==> src/rtl/load_store_unit.sv <==
// RV32I load/store unit: one outstanding access, byte-lane steering on both
// paths, early error for illegal/misaligned requests, and a memory-side timeout.
module load_store_unit #(
  parameter int unsigned TIMEOUT_CYCLES = 16
) (
  input  logic        clk,
  input  logic        rst_n,
  input  logic        req_valid,
  output logic        req_ready,
  input  logic        req_write,
  input  logic [2:0]  req_f3,
  input  logic [31:0] req_addr,
  input  logic [31:0] req_wdata,
  output logic        rsp_valid,
  output logic [31:0] rsp_rdata,
  output logic        rsp_error,
  output logic        mem_valid,
  output logic        mem_write,
  output logic [31:0] mem_addr,
  output logic [31:0] mem_wdata,
  output logic [3:0]  mem_wstrb,
  input  logic        mem_ready,
  input  logic [31:0] mem_rdata
);
  // state  | meaning
  // IDLE   | ready for a request
  // ACCESS | mem_valid held, waiting for mem_ready or timeout
  // RESP   | one-cycle response pulse
  typedef enum logic [1:0] {IDLE, ACCESS, RESP} state_e;

  localparam int unsigned CW = $clog2(TIMEOUT_CYCLES + 1);

  state_e        state_q, state_d;
  logic          write_q, write_d;
  logic [2:0]    f3_q, f3_d;
  logic [1:0]    lane_q, lane_d;
  logic          mem_valid_q, mem_valid_d;
  logic          mem_write_q, mem_write_d;
  logic [31:0]   mem_addr_q, mem_addr_d;
  logic [31:0]   mem_wdata_q, mem_wdata_d;
  logic [3:0]    mem_wstrb_q, mem_wstrb_d;
  logic          rsp_valid_q, rsp_valid_d;
  logic [31:0]   rsp_rdata_q, rsp_rdata_d;
  logic          rsp_error_q, rsp_error_d;
  logic [CW-1:0] cnt_q, cnt_d;

  logic          legal, misaligned;
  logic [3:0]    strb;
  logic [31:0]   wdata_rep;
  logic [7:0]    ld_b;
  logic [15:0]   ld_h;
  logic [31:0]   ld_data;

  assign req_ready = rst_n && (state_q == IDLE);

  always_comb begin
    legal      = req_write ? (req_f3 inside {3'b000, 3'b001, 3'b010})
                           : (req_f3 inside {3'b000, 3'b001, 3'b010, 3'b100, 3'b101});
    misaligned = ((req_f3[1:0] == 2'b01) && req_addr[0]) ||
                 ((req_f3[1:0] == 2'b10) && (req_addr[1:0] != 2'b00));
    case (req_f3[1:0])
      2'b00:   begin strb = 4'b0001 << req_addr[1:0]; wdata_rep = {4{req_wdata[7:0]}};  end
      2'b01:   begin strb = 4'b0011 << req_addr[1:0]; wdata_rep = {2{req_wdata[15:0]}}; end
      default: begin strb = 4'b1111;                  wdata_rep = req_wdata;            end
    endcase
  end

  always_comb begin
    ld_b = 8'(mem_rdata >> {lane_q, 3'b000});
    ld_h = lane_q[1] ? mem_rdata[31:16] : mem_rdata[15:0];
    case (f3_q)
      3'b000:  ld_data = {{24{ld_b[7]}}, ld_b};
      3'b100:  ld_data = {24'b0, ld_b};
      3'b001:  ld_data = {{16{ld_h[15]}}, ld_h};
      3'b101:  ld_data = {16'b0, ld_h};
      default: ld_data = mem_rdata;
    endcase
  end

  always_comb begin
    state_d     = state_q;
    write_d     = write_q;
    f3_d        = f3_q;
    lane_d      = lane_q;
    mem_valid_d = mem_valid_q;
    mem_write_d = mem_write_q;
    mem_addr_d  = mem_addr_q;
    mem_wdata_d = mem_wdata_q;
    mem_wstrb_d = mem_wstrb_q;
    rsp_valid_d = 1'b0;
    rsp_rdata_d = rsp_rdata_q;
    rsp_error_d = rsp_error_q;
    cnt_d       = cnt_q;
    case (state_q)
      IDLE: begin
        if (req_valid && req_ready) begin
          write_d = req_write;
          f3_d    = req_f3;
          lane_d  = req_addr[1:0];
          if (legal && !misaligned) begin
            state_d     = ACCESS;
            mem_valid_d = 1'b1;
            mem_write_d = req_write;
            mem_addr_d  = {req_addr[31:2], 2'b00};
            mem_wdata_d = wdata_rep;
            mem_wstrb_d = req_write ? strb : 4'b0000;
            cnt_d       = CW'(1);
          end else begin
            state_d     = RESP;
            rsp_valid_d = 1'b1;
            rsp_error_d = 1'b1;
            rsp_rdata_d = 32'h0;
          end
        end
      end
      ACCESS: begin
        if (mem_ready) begin
          state_d     = RESP;
          mem_valid_d = 1'b0;
          rsp_valid_d = 1'b1;
          rsp_error_d = 1'b0;
          rsp_rdata_d = write_q ? 32'h0 : ld_data;
          cnt_d       = '0;
        end else if (cnt_q >= CW'(TIMEOUT_CYCLES)) begin
          state_d     = RESP;
          mem_valid_d = 1'b0;
          rsp_valid_d = 1'b1;
          rsp_error_d = 1'b1;
          rsp_rdata_d = 32'h0;
          cnt_d       = '0;
        end else begin
          cnt_d = cnt_q + CW'(1);
        end
      end
      default: state_d = IDLE;
    endcase
  end

  always_ff @(posedge clk) begin
    if (!rst_n) begin
      state_q     <= IDLE;
      write_q     <= 1'b0;
      f3_q        <= 3'b000;
      lane_q      <= 2'b00;
      mem_valid_q <= 1'b0;
      mem_write_q <= 1'b0;
      mem_addr_q  <= 32'h0;
      mem_wdata_q <= 32'h0;
      mem_wstrb_q <= 4'b0000;
      rsp_valid_q <= 1'b0;
      rsp_rdata_q <= 32'h0;
      rsp_error_q <= 1'b0;
      cnt_q       <= '0;
    end else begin
      state_q     <= state_d;
      write_q     <= write_d;
      f3_q        <= f3_d;
      lane_q      <= lane_d;
      mem_valid_q <= mem_valid_d;
      mem_write_q <= mem_write_d;
      mem_addr_q  <= mem_addr_d;
      mem_wdata_q <= mem_wdata_d;
      mem_wstrb_q <= mem_wstrb_d;
      rsp_valid_q <= rsp_valid_d;
      rsp_rdata_q <= rsp_rdata_d;
      rsp_error_q <= rsp_error_d;
      cnt_q       <= cnt_d;
    end
  end

  assign mem_valid = mem_valid_q;
  assign mem_write = mem_write_q;
  assign mem_addr  = mem_addr_q;
  assign mem_wdata = mem_wdata_q;
  assign mem_wstrb = mem_wstrb_q;
  assign rsp_valid = rsp_valid_q;
  assign rsp_rdata = rsp_rdata_q;
  assign rsp_error = rsp_error_q;

endmodule

==> config.mk <==
export PLATFORM = sky130hd
export DESIGN_NAME = load_store_unit
export DESIGN_NICKNAME = d
export VERILOG_FILES = /design/src/rtl/load_store_unit.sv
export SDC_FILE = /design/constraint.sdc
export NUM_CORES = 1
export LEC_CHECK = 0
export ABC_AREA = 1
export CORE_UTILIZATION = 30
export CTS_BUF_LIST = sky130_fd_sc_hd__clkbuf_16
export DETAILED_ROUTE_END_ITERATION = 10
export SYNTH_ARGS = -nofsm -noshare
export SYNTH_HDL_FRONTEND = slang
export SYNTH_SLANG_ARGS = --single-unit
export TNS_END_PERCENT = 30
==> constraint.sdc <==
create_clock -name clk -period 1.4 [get_ports clk]
set_input_delay 0.28 -clock clk [delete_from_list [all_inputs] [get_ports clk]]
set_output_delay 0.28 -clock clk [all_outputs]
set_load 0.03 [all_outputs]
==> results_dict.tcl <==
set metrics [dict create \
    antenna_found_initial 2 \
    path_delay_family "flip-flops" \
    grtUsageTotal 0.2111 \
    use_met1 0.2567 \
    yosys-top-cells-area "dfxtp_1, a21oi_1, nor2_1" \
    async_reset_ff_frac 0 \
    drive_above_1_share 0.2474 \
    initial_core_util 0.3065 \
    hold_path.class "in -> reg" \
    postSynthCellCount 703 \
    hold_path_depth 4 \
    placed_area_um2 7905 \
    required_ns 1.12 \
    die_area_um2 17470 \
    violations "setup timing" \
    pin_count 209 \
    drc 0 \
    path_cells "buf_6 -> nor3_4 -> buf_6" \
    via_per_inst 4.807 \
    synth_area_um2 5082 \
    cts_max_path_buffers 2 \
    grt_pass1_vias 5514 \
    cts_tree "done" \
    std_cell_rows 47 \
    dieHeight_um 132.2 \
    criticalPathCategory "reg -> out" \
    path_buf_inv 2 \
    cp.depth 3 \
    top_usage_layer "met2" \
    netlist.area_leader.share 0.4530 \
    core_um2 16580 \
    cts_buffers 17 \
    r2r_cells 8 \
    slew_viol_final 0 \
    dr_total_vias 5730 \
    cp.arrival_ns 1.20 \
    dp_hpwl_um 12850 \
    dp_worst_setup_slack_ns -0.5642 \
    fin_nets 1064 \
    synth_flop_cell "dfxtp_1" \
    grt_use_met3 0.08651 \
    hold_viol_final 0 \
    die_w_um 132.2 \
    finalSetupViolations 4 \
    antenna_left 0 \
    worst_path_max_delay_cell "dfxtp_2" \
    peakVddDrop_mv 0.8202 \
    p_leak_nw 3.664 \
    max_stage_delay_ns 0.33 \
    ctsHoldBuffers 0 \
    start_kind "flop" \
    ys_seq_area_frac 0.4530 \
    area_growth_pct 73.63 \
    fmax_mhz 675.1 \
    drt-pass1-iter-count 5 \
    clock_skew_ns 0.006355 \
    yosys_warnings 0 \
    global_route.usage.met2 0.3372 \
    avgSynthCellArea_um2 7.230 \
    endpoint_kind "output port" \
    h-tree-depth 4 \
    clock_sinks 115 \
    clkTransAtPathRegs_ns 0.05 \
    yosys.area.top_type "dfxtp_1" \
    grt_setup_unrepaired "yes" \
    synth_edf_count 0 \
    setup_ws_ns -0.08130 \
    stdcell_area_um2 8825 \
    fin_hold_ws_ns 0.3007 \
    finalCritPeriodShare 1.058 \
    cp_max_fo 3 \
    root_buffer "clkbuf_16" \
    critPathMostFrequentCell "buf_6" \
    place_congestion 0.8510 \
    status "finished, violations left" \
    wl_um 18360 \
    insertion_delay_ns 0.41 \
    post-route-min-period_ns 1.481 \
    grt-ovfl-total 0 \
    grt_pass1_wl_um 28920 \
    cap_violations 0 \
    grt_max_degree 70 \
    drt_iter0_markers 308 \
    wl_per_cell_um 15.40 \
    io_buffers 206 \
    ys_ff_latch 115 \
    power_density_nw_per_um2 1065 \
    synth_cell_types 35 \
]
## synthesized netlist by cell type (all sizes together) (3+ instances only)
cell type and n:
dfxtp 115, a21oi 113, nor2 110, nand2 93, o21ai 82, nand3 55
inv 44, buf 25, clkbuf 25, o211ai 13, a21o 4, mux2i 4
a221oi 3, a22o 3
## final timing paths
check,startpoint,endpoint,slack [ns]
worst max-delay path,state_q[1],req_ready,-0.08
worst min-delay path,req_addr[0],mem_wstrb[0],0.30
worst max register to register,state_q[0],mem_wdata[1],-0.02
worst min register to register,mem_wstrb[0],mem_wstrb[0],0.46
## final cells by class
type	instances	area (µm²)
repair buffers	285	3018
diodes	2	5.005
flip-flops and latches	115	2306
clock inverters	14	148.9
inverters	44	167.7
fillers	1616	7759
clock buffers	17	425.4
well taps	220	275.3
multi-input cells	495	2479
## tightest hold or removal path: stages
cell and delay [ns]:
dlymetal6s2s_1 0.12, nor2_2 0.06, o21ai_0 0.13, a21oi_1 0.06
## power by group
group | internal, mW | switching (mW)
combinational | 0.775 | 0.879
clock | 2.74 | 1.53
sequential | 3.39 | 0.0753
## timing repair
action | 4_1_cts | 5_1_grt
cloned | 1 | 3
gates resized for setup | 291 | 41
pin swaps | 2 | 9
buffers inserted | 1 | 2
setup endpoints to repair | 202 | 116
## layer usage
| layer | wire length (µm) | vias up |
|---|---|---|
| li1 | - | 2880 |
| met1 | 7882 | 2602 |
| met2 | 8395 | 221 |
| met3 | 1726 | 27 |
| met4 | 351 | 0 |
| met5 | 0 | - |
## metrics by stage
step                  util  TNS [ns]  instances  total power [mW]
detailed placement  0.4767    -54.11       1152             5.147
finish              0.5321   -0.1053       1192             9.397
CTS                 0.5226    -4.981       1185             9.429
global route        0.5320    -5.346       1191             9.774
floorplan                -         0        704             4.292
global placement    0.4767    -48.65       1152             5.152
## kinds of logic (layout without fill, tap and decap cells)
logic type,Yosys count,after routing,synth area share
AO/OA/AOI/OAI,222,222,0.2336
adder cells (fa/ha/maj),2,2,0.004923
buffers and inverters,94,360,0.07779
flip-flops,115,115,0.4530
multiplexers,4,4,0.007878
other,1,4,0.0007378
AND/OR/NAND/NOR,265,265,0.2221
## state kept, by name, summed over array words and instances (netlist names)
signal     flops
rsp_error      1
mem_wdata     32
cnt_q          5
f3_q           3
mem_wstrb      4
rsp_rdata     32
state_q        2
write_q        1
rsp_valid      1
mem_write      1
lane_q         2
mem_valid      1
mem_addr      30
## cells in the final DEF (no fill, tap or decap), types with 3 or more instances in the layout
cell / instances
dlymetal6s2s_1: 4
nor2_4: 4
clkdlybuf4s15_2: 86
buf_4: 59
a22o_1: 3
clkinv_1: 3
a21oi_1: 106
buf_12: 16
dfxtp_1: 112
inv_2: 5
buf_6: 7
o211ai_1: 13
clkbuf_2: 4
mux2i_1: 4
nand2_1: 91
clkdlybuf4s50_1: 97
o21ai_0: 65
a21o_1: 4
bufinv_16: 3
a221oi_1: 3
nand3_1: 51
clkbuf_16: 20
buf_2: 4
clkinvlp_4: 3
inv_1: 41
dfxtp_2: 3
o21ai_1: 16
nor2_1: 104
a21oi_2: 7
(Power assumes the default switching activity.)
